**config.mk**
```make
export PLATFORM = sky130hd
export DESIGN_NAME = counter16_ctrl
export DESIGN_NICKNAME = d
export VERILOG_FILES = /design/src/rtl/counter16_pkg.sv /design/src/rtl/counter16_term_det.sv /design/src/rtl/counter16_ctrl.sv
export SDC_FILE = /design/constraint.sdc
export NUM_CORES = 1
export LEC_CHECK = 0
export ABC_CLOCK_PERIOD_IN_PS = 3100
export CAP_MARGIN = 20
export CORE_MARGIN = 2
export CORE_UTILIZATION = 43
export CTS_BUF_LIST = sky130_fd_sc_hd__clkbuf_2 sky130_fd_sc_hd__clkbuf_4 sky130_fd_sc_hd__clkbuf_8
export DETAILED_ROUTE_END_ITERATION = 8
export PLACE_DENSITY_LB_ADDON = 0.3
export SLEW_MARGIN = 20
export SYNTH_ARGS = -nofsm -noshare
export SYNTH_HDL_FRONTEND = slang
export SYNTH_SLANG_ARGS = --single-unit
```
**constraint.sdc**
```tcl
create_clock -name clk -period 3.1 [get_ports clk]
set_input_delay 0.775 -clock clk [delete_from_list [all_inputs] [get_ports clk]]
set_output_delay 0.775 -clock clk [all_outputs]
set_load 0.01 [all_outputs]
```
**src/rtl/counter16_pkg.sv**
```systemverilog
// Shared definitions for the 16-bit up/down counter sequencer:
// host opcodes, sequencer states and per-byte terminal values.
package counter16_pkg;

  typedef enum logic [1:0] {
    OP_LOAD  = 2'b00,
    OP_RUN   = 2'b01,
    OP_HALT  = 2'b10,
    OP_CLEAR = 2'b11
  } op_e;

  typedef enum logic [2:0] {
    S_IDLE,
    S_LD_LO,
    S_LD_HI,
    S_RUN,
    S_DONE
  } state_e;

  localparam logic [7:0] BYTE_MAX = 8'hFF;
  localparam logic [7:0] BYTE_MIN = 8'h00;

endpackage

```
**src/rtl/counter16_term_det.sv**
```systemverilog
// Carry/borrow and 16-bit terminal-count detection for the cascaded
// byte counters; purely combinational.
module counter16_term_det
  import counter16_pkg::*;
#(
  parameter int BYTE_W = 8
) (
  input  logic              updown,
  input  logic [BYTE_W-1:0] lo_byte,
  input  logic [BYTE_W-1:0] hi_byte,
  output logic              lo_term,
  output logic              full_term
);

  logic hi_term;

  // A byte is terminal at all-ones when counting up and all-zeros when down.
  assign lo_term   = updown ? (lo_byte == BYTE_MAX) : (lo_byte == BYTE_MIN);
  assign hi_term   = updown ? (hi_byte == BYTE_MAX) : (hi_byte == BYTE_MIN);
  assign full_term = lo_term && hi_term;

endmodule

```
**src/rtl/counter16_ctrl.sv**
```systemverilog
// Sequencer for a 16-bit counter built from two 8-bit units: serialises
// preloads onto the shared byte bus, cascades enables, applies wrap/stop.
module counter16_ctrl
  import counter16_pkg::*;
#(
  parameter int BYTE_W = 8,
  parameter int CNT_W  = 2 * BYTE_W
) (
  input  logic              clk,
  input  logic              reset,
  input  logic              cmd_valid,
  output logic              cmd_ready,
  input  logic [1:0]        cmd_op,
  input  logic [CNT_W-1:0]  cmd_data,
  input  logic              cfg_updown,
  input  logic              cfg_wrapstop,
  input  logic [BYTE_W-1:0] lo_dcout,
  input  logic [BYTE_W-1:0] hi_dcout,
  output logic [BYTE_W-1:0] preld_val,
  output logic              lo_load,
  output logic              hi_load,
  output logic              lo_en,
  output logic              hi_en,
  output logic              updown,
  output logic              clr,
  output logic              busy,
  output logic              done,
  output logic              overflow
);

  state_e           state, state_nxt;
  op_e              op;
  logic [CNT_W-1:0] data_q;
  logic             updown_q;
  logic             wrapstop_q;
  logic             accept;
  logic             lo_term;
  logic             full_term;

  assign op = op_e'(cmd_op);

  counter16_term_det #(.BYTE_W(BYTE_W)) u_term_det (
    .updown    (updown_q),
    .lo_byte   (lo_dcout),
    .hi_byte   (hi_dcout),
    .lo_term   (lo_term),
    .full_term (full_term)
  );

  // In RUN only HALT may be accepted; anything else stalls the host.
  assign cmd_ready = (state == S_IDLE) || (state == S_DONE) ||
                     ((state == S_RUN) && (op == OP_HALT));
  assign accept    = cmd_valid && cmd_ready;

  assign updown = updown_q;
  assign busy   = (state != S_IDLE) && (state != S_DONE);
  assign done   = (state == S_DONE);

  // NOTE: sequential state uses non-blocking (<=) so every register samples
  // pre-edge values regardless of statement order.
  always_ff @(posedge clk) begin
    if (reset) begin
      state      <= S_IDLE;
      data_q     <= '0;
      updown_q   <= 1'b1;
      wrapstop_q <= 1'b1;
    end else begin
      state <= state_nxt;
      if (accept && (op == OP_LOAD)) data_q <= cmd_data;
      if (accept && (op == OP_RUN)) begin
        updown_q   <= cfg_updown;
        wrapstop_q <= cfg_wrapstop;
      end
    end
  end

  // NOTE: every output of this block gets a default first so no path can
  // leave a signal unassigned and infer a latch.
  always_comb begin
    state_nxt = state;
    preld_val = '0;
    lo_load   = 1'b0;
    hi_load   = 1'b0;
    lo_en     = 1'b0;
    hi_en     = 1'b0;
    clr       = 1'b0;
    overflow  = 1'b0;
    unique case (state)
      S_IDLE, S_DONE: begin
        if (accept) begin
          unique case (op)
            OP_LOAD:  state_nxt = S_LD_LO;
            OP_RUN:   state_nxt = S_RUN;
            OP_HALT:  state_nxt = S_IDLE;
            OP_CLEAR: begin
              clr       = 1'b1;
              state_nxt = S_IDLE;
            end
          endcase
        end
      end
      S_LD_LO: begin
        preld_val = data_q[BYTE_W-1:0];
        lo_load   = 1'b1;
        state_nxt = S_LD_HI;
      end
      S_LD_HI: begin
        preld_val = data_q[CNT_W-1:BYTE_W];
        hi_load   = 1'b1;
        state_nxt = S_IDLE;
      end
      S_RUN: begin
        overflow = full_term;
        // HALT and stop-at-terminal both freeze the value in this cycle.
        if (accept) begin
          state_nxt = S_IDLE;
        end else if (full_term && !wrapstop_q) begin
          state_nxt = S_DONE;
        end else begin
          lo_en = 1'b1;
          hi_en = lo_term;
        end
      end
      default: state_nxt = S_IDLE;
    endcase
  end

endmodule

```
# --- Yosys cells after proc, flatten, opt, wreduce, memory -nomap -nowiden ---
# Index checks and enable logic that the tools add are counted.
totals:
  n_memories: 0
  inputBits: 39
  mem_bits_ro: 0
  elab_cells: 54
  mem_bits_rw: 0
  register_bits: 21
  out_inout_bits: 18
  latch_bits: 0
op_classes:
  n_mul: 0
  shifts: 0
  eq_ne: 12
  reduce_logical: 18
  add_sub_neg: 0
  n_lt_le_gt_ge: 0
  muxes: 20
  n_div: 0
  bitwise: 0
op_table:
  columns: ["cell", "count"]
  rows:
  - ["3-bit one-hot mux with 3 select lines", 2]
  - ["8-bit == test (second input constant)", 2]
  - ["8-bit logical NOT", 2]
  - ["8-bit one-hot mux with 2 select lines", 1]
  - ["1-bit two-way mux", 14]
  - ["3-bit two-way mux", 3]
  - ["1-bit logical AND", 7]
  - ["3-bit by 2-bit == test with 1-bit output (second input constant)", 2]
  - ["2-bit == test (second input constant)", 2]
  - ["2-bit OR reduction", 2]
  - ["3-bit by 1-bit == test with 1-bit output (second input constant)", 1]
  - ["3-bit == test (second input constant)", 1]
  - ["3-bit logical NOT", 1]
  - ["3-bit by 2-bit != test with 1-bit output (second input constant)", 1]
  - ["3-bit != test (second input constant)", 1]
  - ["3-bit nonzero test", 1]
  - ["2-bit by 1-bit == test with 1-bit output (second input constant)", 1]
  - ["2-bit logical NOT", 1]
  - ["1-bit logical OR", 2]
  - ["2-bit != test (second input constant)", 1]
  - ["2-bit AND reduction", 1]
  - ["1-bit logical NOT", 1]

# --- Logic depth before layout (Yosys ltp) ---
logic_depth:
  ltp_word: 7
  mapped_depth: 6

# --- Modules after synthesis ---
# A second synthesis with hierarchy kept.
hier_totals:
  cells_unflattened: 139
  hier_area_um2: 1266.2
by_module_without_submodules:
  columns: ["module", "seq_area_each_um2", "instances", "area_each_um2", "cells_per_inst"]
  rows:
  - ["counter16_ctrl", 420.4, 1, 1167.4, 121]
  - ["counter16_term_det", 0.0, 1, 98.8, 18]

# --- Least setup slack after synthesis ---
# Ideal clock, no wire load.
synth_path:
  kind: "in2out"
  startpoint: "input lo_dcout[5]"
  endpoint: "output hi_en"
  path_stages: 3
  t_arrival_ns: 1.775
  path_buffers: 0
  slack_ns: 0.550
  path_cell_list: "nand4_1 or3_1 a2111oi_1"
synth_between:
  elab_chain_cells: 7
  word_cells_on_any_way: 8
synth_rtl:
  columns: ["item", "line_no", "text"]
  rows:
  - ["from (decl)", "counter16_ctrl.sv:17", "input logic [BYTE_W-1:0] lo_dcout,"]
  - ["8-bit == test / 8-bit logical NOT (equally long branches)", "counter16_term_det.sv:18", "assign lo_term = updown ? (lo_byte == BYTE_MAX) : (lo_byte == BYTE_MIN);"]
  - ["1-bit two-way mux (*)", "counter16_term_det.sv:18", null]
  - ["1-bit logical AND", "counter16_term_det.sv:20", "assign full_term = lo_term && hi_term;"]
  - ["1-bit logical AND", "counter16_ctrl.sv:117", "end else if (full_term && !wrapstop_q) begin"]
  - ["1-bit two-way mux (*)", "counter16_ctrl.sv:117", null]
  - ["1-bit two-way mux (*)", "counter16_ctrl.sv:115", "if (accept) begin"]
  - ["1-bit two-way mux (*)", "counter16_ctrl.sv:88", "unique case (state)"]
  - ["to (decl)", "counter16_ctrl.sv:23", "output logic hi_en,"]
# Every way passes the cells marked *; elsewhere a longest branch is shown, timed or not.

# --- Worst setup path in the final report ---
layout_path:
  startpoint: "input hi_dcout[7]"
  endpoint: "output lo_en"
layout_between:
  elab_chain_cells: 7
  word_cells_on_any_way: 8
layout_rtl:
  columns: ["item", "line_no", "text"]
  rows:
  - ["from (decl)", "counter16_ctrl.sv:18", "input logic [BYTE_W-1:0] hi_dcout,"]
  - ["8-bit == test / 8-bit logical NOT (equally long branches)", "counter16_term_det.sv:19", "assign hi_term = updown ? (hi_byte == BYTE_MAX) : (hi_byte == BYTE_MIN);"]
  - ["1-bit two-way mux (*)", "counter16_term_det.sv:19", null]
  - ["1-bit logical AND (*)", "counter16_term_det.sv:20", null]
  - ["1-bit logical AND (*)", "counter16_ctrl.sv:117", null]
  - ["1-bit two-way mux (*)", "counter16_ctrl.sv:117", null]
  - ["1-bit two-way mux (*)", "counter16_ctrl.sv:115", null]
  - ["1-bit two-way mux (*)", "counter16_ctrl.sv:88", null]
  - ["to (decl)", "counter16_ctrl.sv:22", "output logic lo_en,"]
# Marked as above.

==> results.json <==
{
  "finClkSkew_ns": 0.00443,
  "first_iter_violations": 25,
  "worst_slew_pin_slew_ns": 0.717,
  "final_cell_area_um2": 1720,
  "finalHoldViolations": 0,
  "die_h_um": 53.9,
  "antenna_cells": 0,
  "fin_nets": 242,
  "cts_tree": "built",
  "ys_top_cells_by_area": "dfxtp_1 39%, nand2_1 12%, a21oi_1 9.8%",
  "synth_cell_types": 33,
  "post_route_cells_drive_above_1_share_pct": 10.4,
  "pin_count": 57,
  "place_area_um2": 1690,
  "max_stage_delay_ns": 0.52,
  "worst_slack_ns": 0.0499,
  "power_density_nw_per_um2": 343,
  "rows": 18,
  "grt_pass1_vias": 1126,
  "worst-setup-path-type": "input pin to output port",
  "min_period_ns": 3.05,
  "synth_nets": 181,
  "post-cts-setup-buffer-count": 0,
  "max_cap_viol_count": 0,
  "whs_ns": 0.468,
  "slew_headroom_pct": 52.0,
  "postRouteAntennaNets": 0,
  "numCtsBuffers": 3,
  "portBuffers": 56,
  "critPathSlowestCell": "clkdlybuf4s50_1",
  "cp-end-kind": "output port",
  "place_hpwl_mm": 2.42,
  "cts-root-buf": "clkbuf_4",
  "wire_per_inst_um": 13.6,
  "clock_latency_ns": 0.31,
  "pre_cts_ws_ns": -0.396,
  "critPathBufInv": 2,
  "fmax_ghz": 0.328,
  "finalCritPeriodShare_pct": 98.4,
  "firstDrtPassIters": 4,
  "synth-seq-cells": 21,
  "via_per_inst": 5.38,
  "cp.arrival_ns": 2.28,
  "die_width_um": 53.9,
  "power_leakage_nw": 0.660,
  "core_um2": 2410,
  "final-max-slew-violation-count": 0,
  "path_cells": "clkdlybuf4s50_1, nand2_2, or3_4, a22o_1, o21a_1, buf_2",
  "numPlacedInstances": 228,
  "dieArea_um2": 2910,
  "grt_pass1_wl_mm": 4.69,
  "crit_path_max_fanout": 3,
  "grt_start_max_net_pins": 21,
  "final_core_util_pct": 71.2,
  "routed_wl_mm": 3.16,
  "synth_enable_flop_cells": 0,
  "synthTopCellsByCount": "35 x nand2_1, 21 x a21oi_1, 21 x dfxtp_1",
  "async_flop_share_pct": 0,
  "area_growth_pct": 60.3,
  "instances_no_fill": 232,
  "ir_drop_mv": 0.229,
  "fin_setup_tns_ns": 0,
  "synthesis.area_um2": 1070,
  "grt_overflow": 0,
  "crit_family": "buffers and inverters",
  "worstSetupStartpointType": "input pin",
  "yosys.area.top_type": "dfxtp_1",
  "synth.avg_cell_area_um2": 7.54,
  "yosysSeqAreaShare_pct": 39.3,
  "antenna_found_initial": 0,
  "clock-sinks": 21,
  "grt.total_usage_pct": 21.9,
  "crit_required_ns": 2.32,
  "synth_flop_cell": "dfxtp_1",
  "ys_warn_count": 0,
  "cts.clk_slew.worst_paths_ns": 0.11,
  "cts_max_level": 1,
  "power_uw": 588,
  "outcome": "finished clean",
  "start_util_pct": 44.4,
  "hp-class": "register to register",
  "via_count": 1247,
  "synth_top_cell_area_share_pct": 39.3,
  "setup_viol": 0,
  "drc_errors": 0,
  "synth.most_common_cell": "nand2_1",
  "gp_congestion": 0.787,
  "cts_buffer_depth": 2,
  "synthCells": 142
}
[placed cells by master, fill, tap and decap left out, drive strengths merged, types with 3 or more instances in the layout]
| cell | instances |
|---|---|
| clkdlybuf4s50 | 48 |
| nand2 | 36 |
| a21oi | 21 |
| dfxtp | 21 |
| nor2 | 11 |
| buf | 10 |
| a22o | 9 |
| nand3 | 5 |
| nor3 | 4 |
| dlymetal6s2s | 4 |
| inv | 3 |
| clkbuf | 3 |
[routing by layer]
metal | wire [um] | global-route usage [%]
met5 | 0 | 0
met4 | 70 | 4.70
met3 | 181 | 5.28
met2 | 1650 | 39.8
met1 | 1260 | 25.8
[worst reg2reg max path: stages, from the launching register on]
cell and delay (ns):
dfxtp_1 0.37, nor2_1 0.30, and3_1 0.59, nand2_1 0.14
a21oi_1 0.14
[registers in the layout (all words and copies together), names as in the netlist]
name	cells
wrapstop_q	1
updown	1
state	3
data_q	16
[layout make-up]
| type | count | area, um2 |
|---|---|---|
| clock buffers | 3 | 22.5 |
| fillers | 203 | 693 |
| clock inverters | 1 | 5.00 |
| repair buffers | 63 | 607 |
| well taps | 30 | 37.5 |
| inverters | 3 | 11.3 |
| multi-input cells | 111 | 613 |
| flip-flops and latches | 21 | 420 |
[repair_timing]
| item | in CTS | in global routing |
|---|---|---|
| hold buffers | 0 | 0 |
| endpoints found under the setup margin | 3 | 1 |
| gates cloned | 0 | 0 |
| gates resized for setup | 15 | 5 |
| pin swaps | 1 | 3 |
[cells by family (layout without fill, tap and decap cells)]
family	Yosys count	after routing	synth area share, %
AOI/OAI and AO/OA	39	39	24.1
buffers and inverters	10	70	4.44
and+or+nand+nor	72	72	32.2
DFF	21	21	39.3
[power by group]
group,switching [mW],internal (mW)
Clock,0.0863,0.0483
Combinational,0.0718,0.0888
Sequential,0.0107,0.282
Total,0.169,0.419
[final timing paths]
path / start / end / slack, ns / cells after the start
worst max register to register: state[0]$_SDFFE_PP0P_ / data_q[7]$_SDFFE_PP0P_ / 1.49 / 4
worst max-delay path: hi_dcout[7] / lo_en / 0.05 / 6
worst min-delay path: data_q[7]$_SDFFE_PP0P_ / data_q[7]$_SDFFE_PP0P_ / 0.47 / 2
worst min register to register: data_q[7]$_SDFFE_PP0P_ / data_q[7]$_SDFFE_PP0P_ / 0.47 / 2
Power figures use the tool's default switching activity.
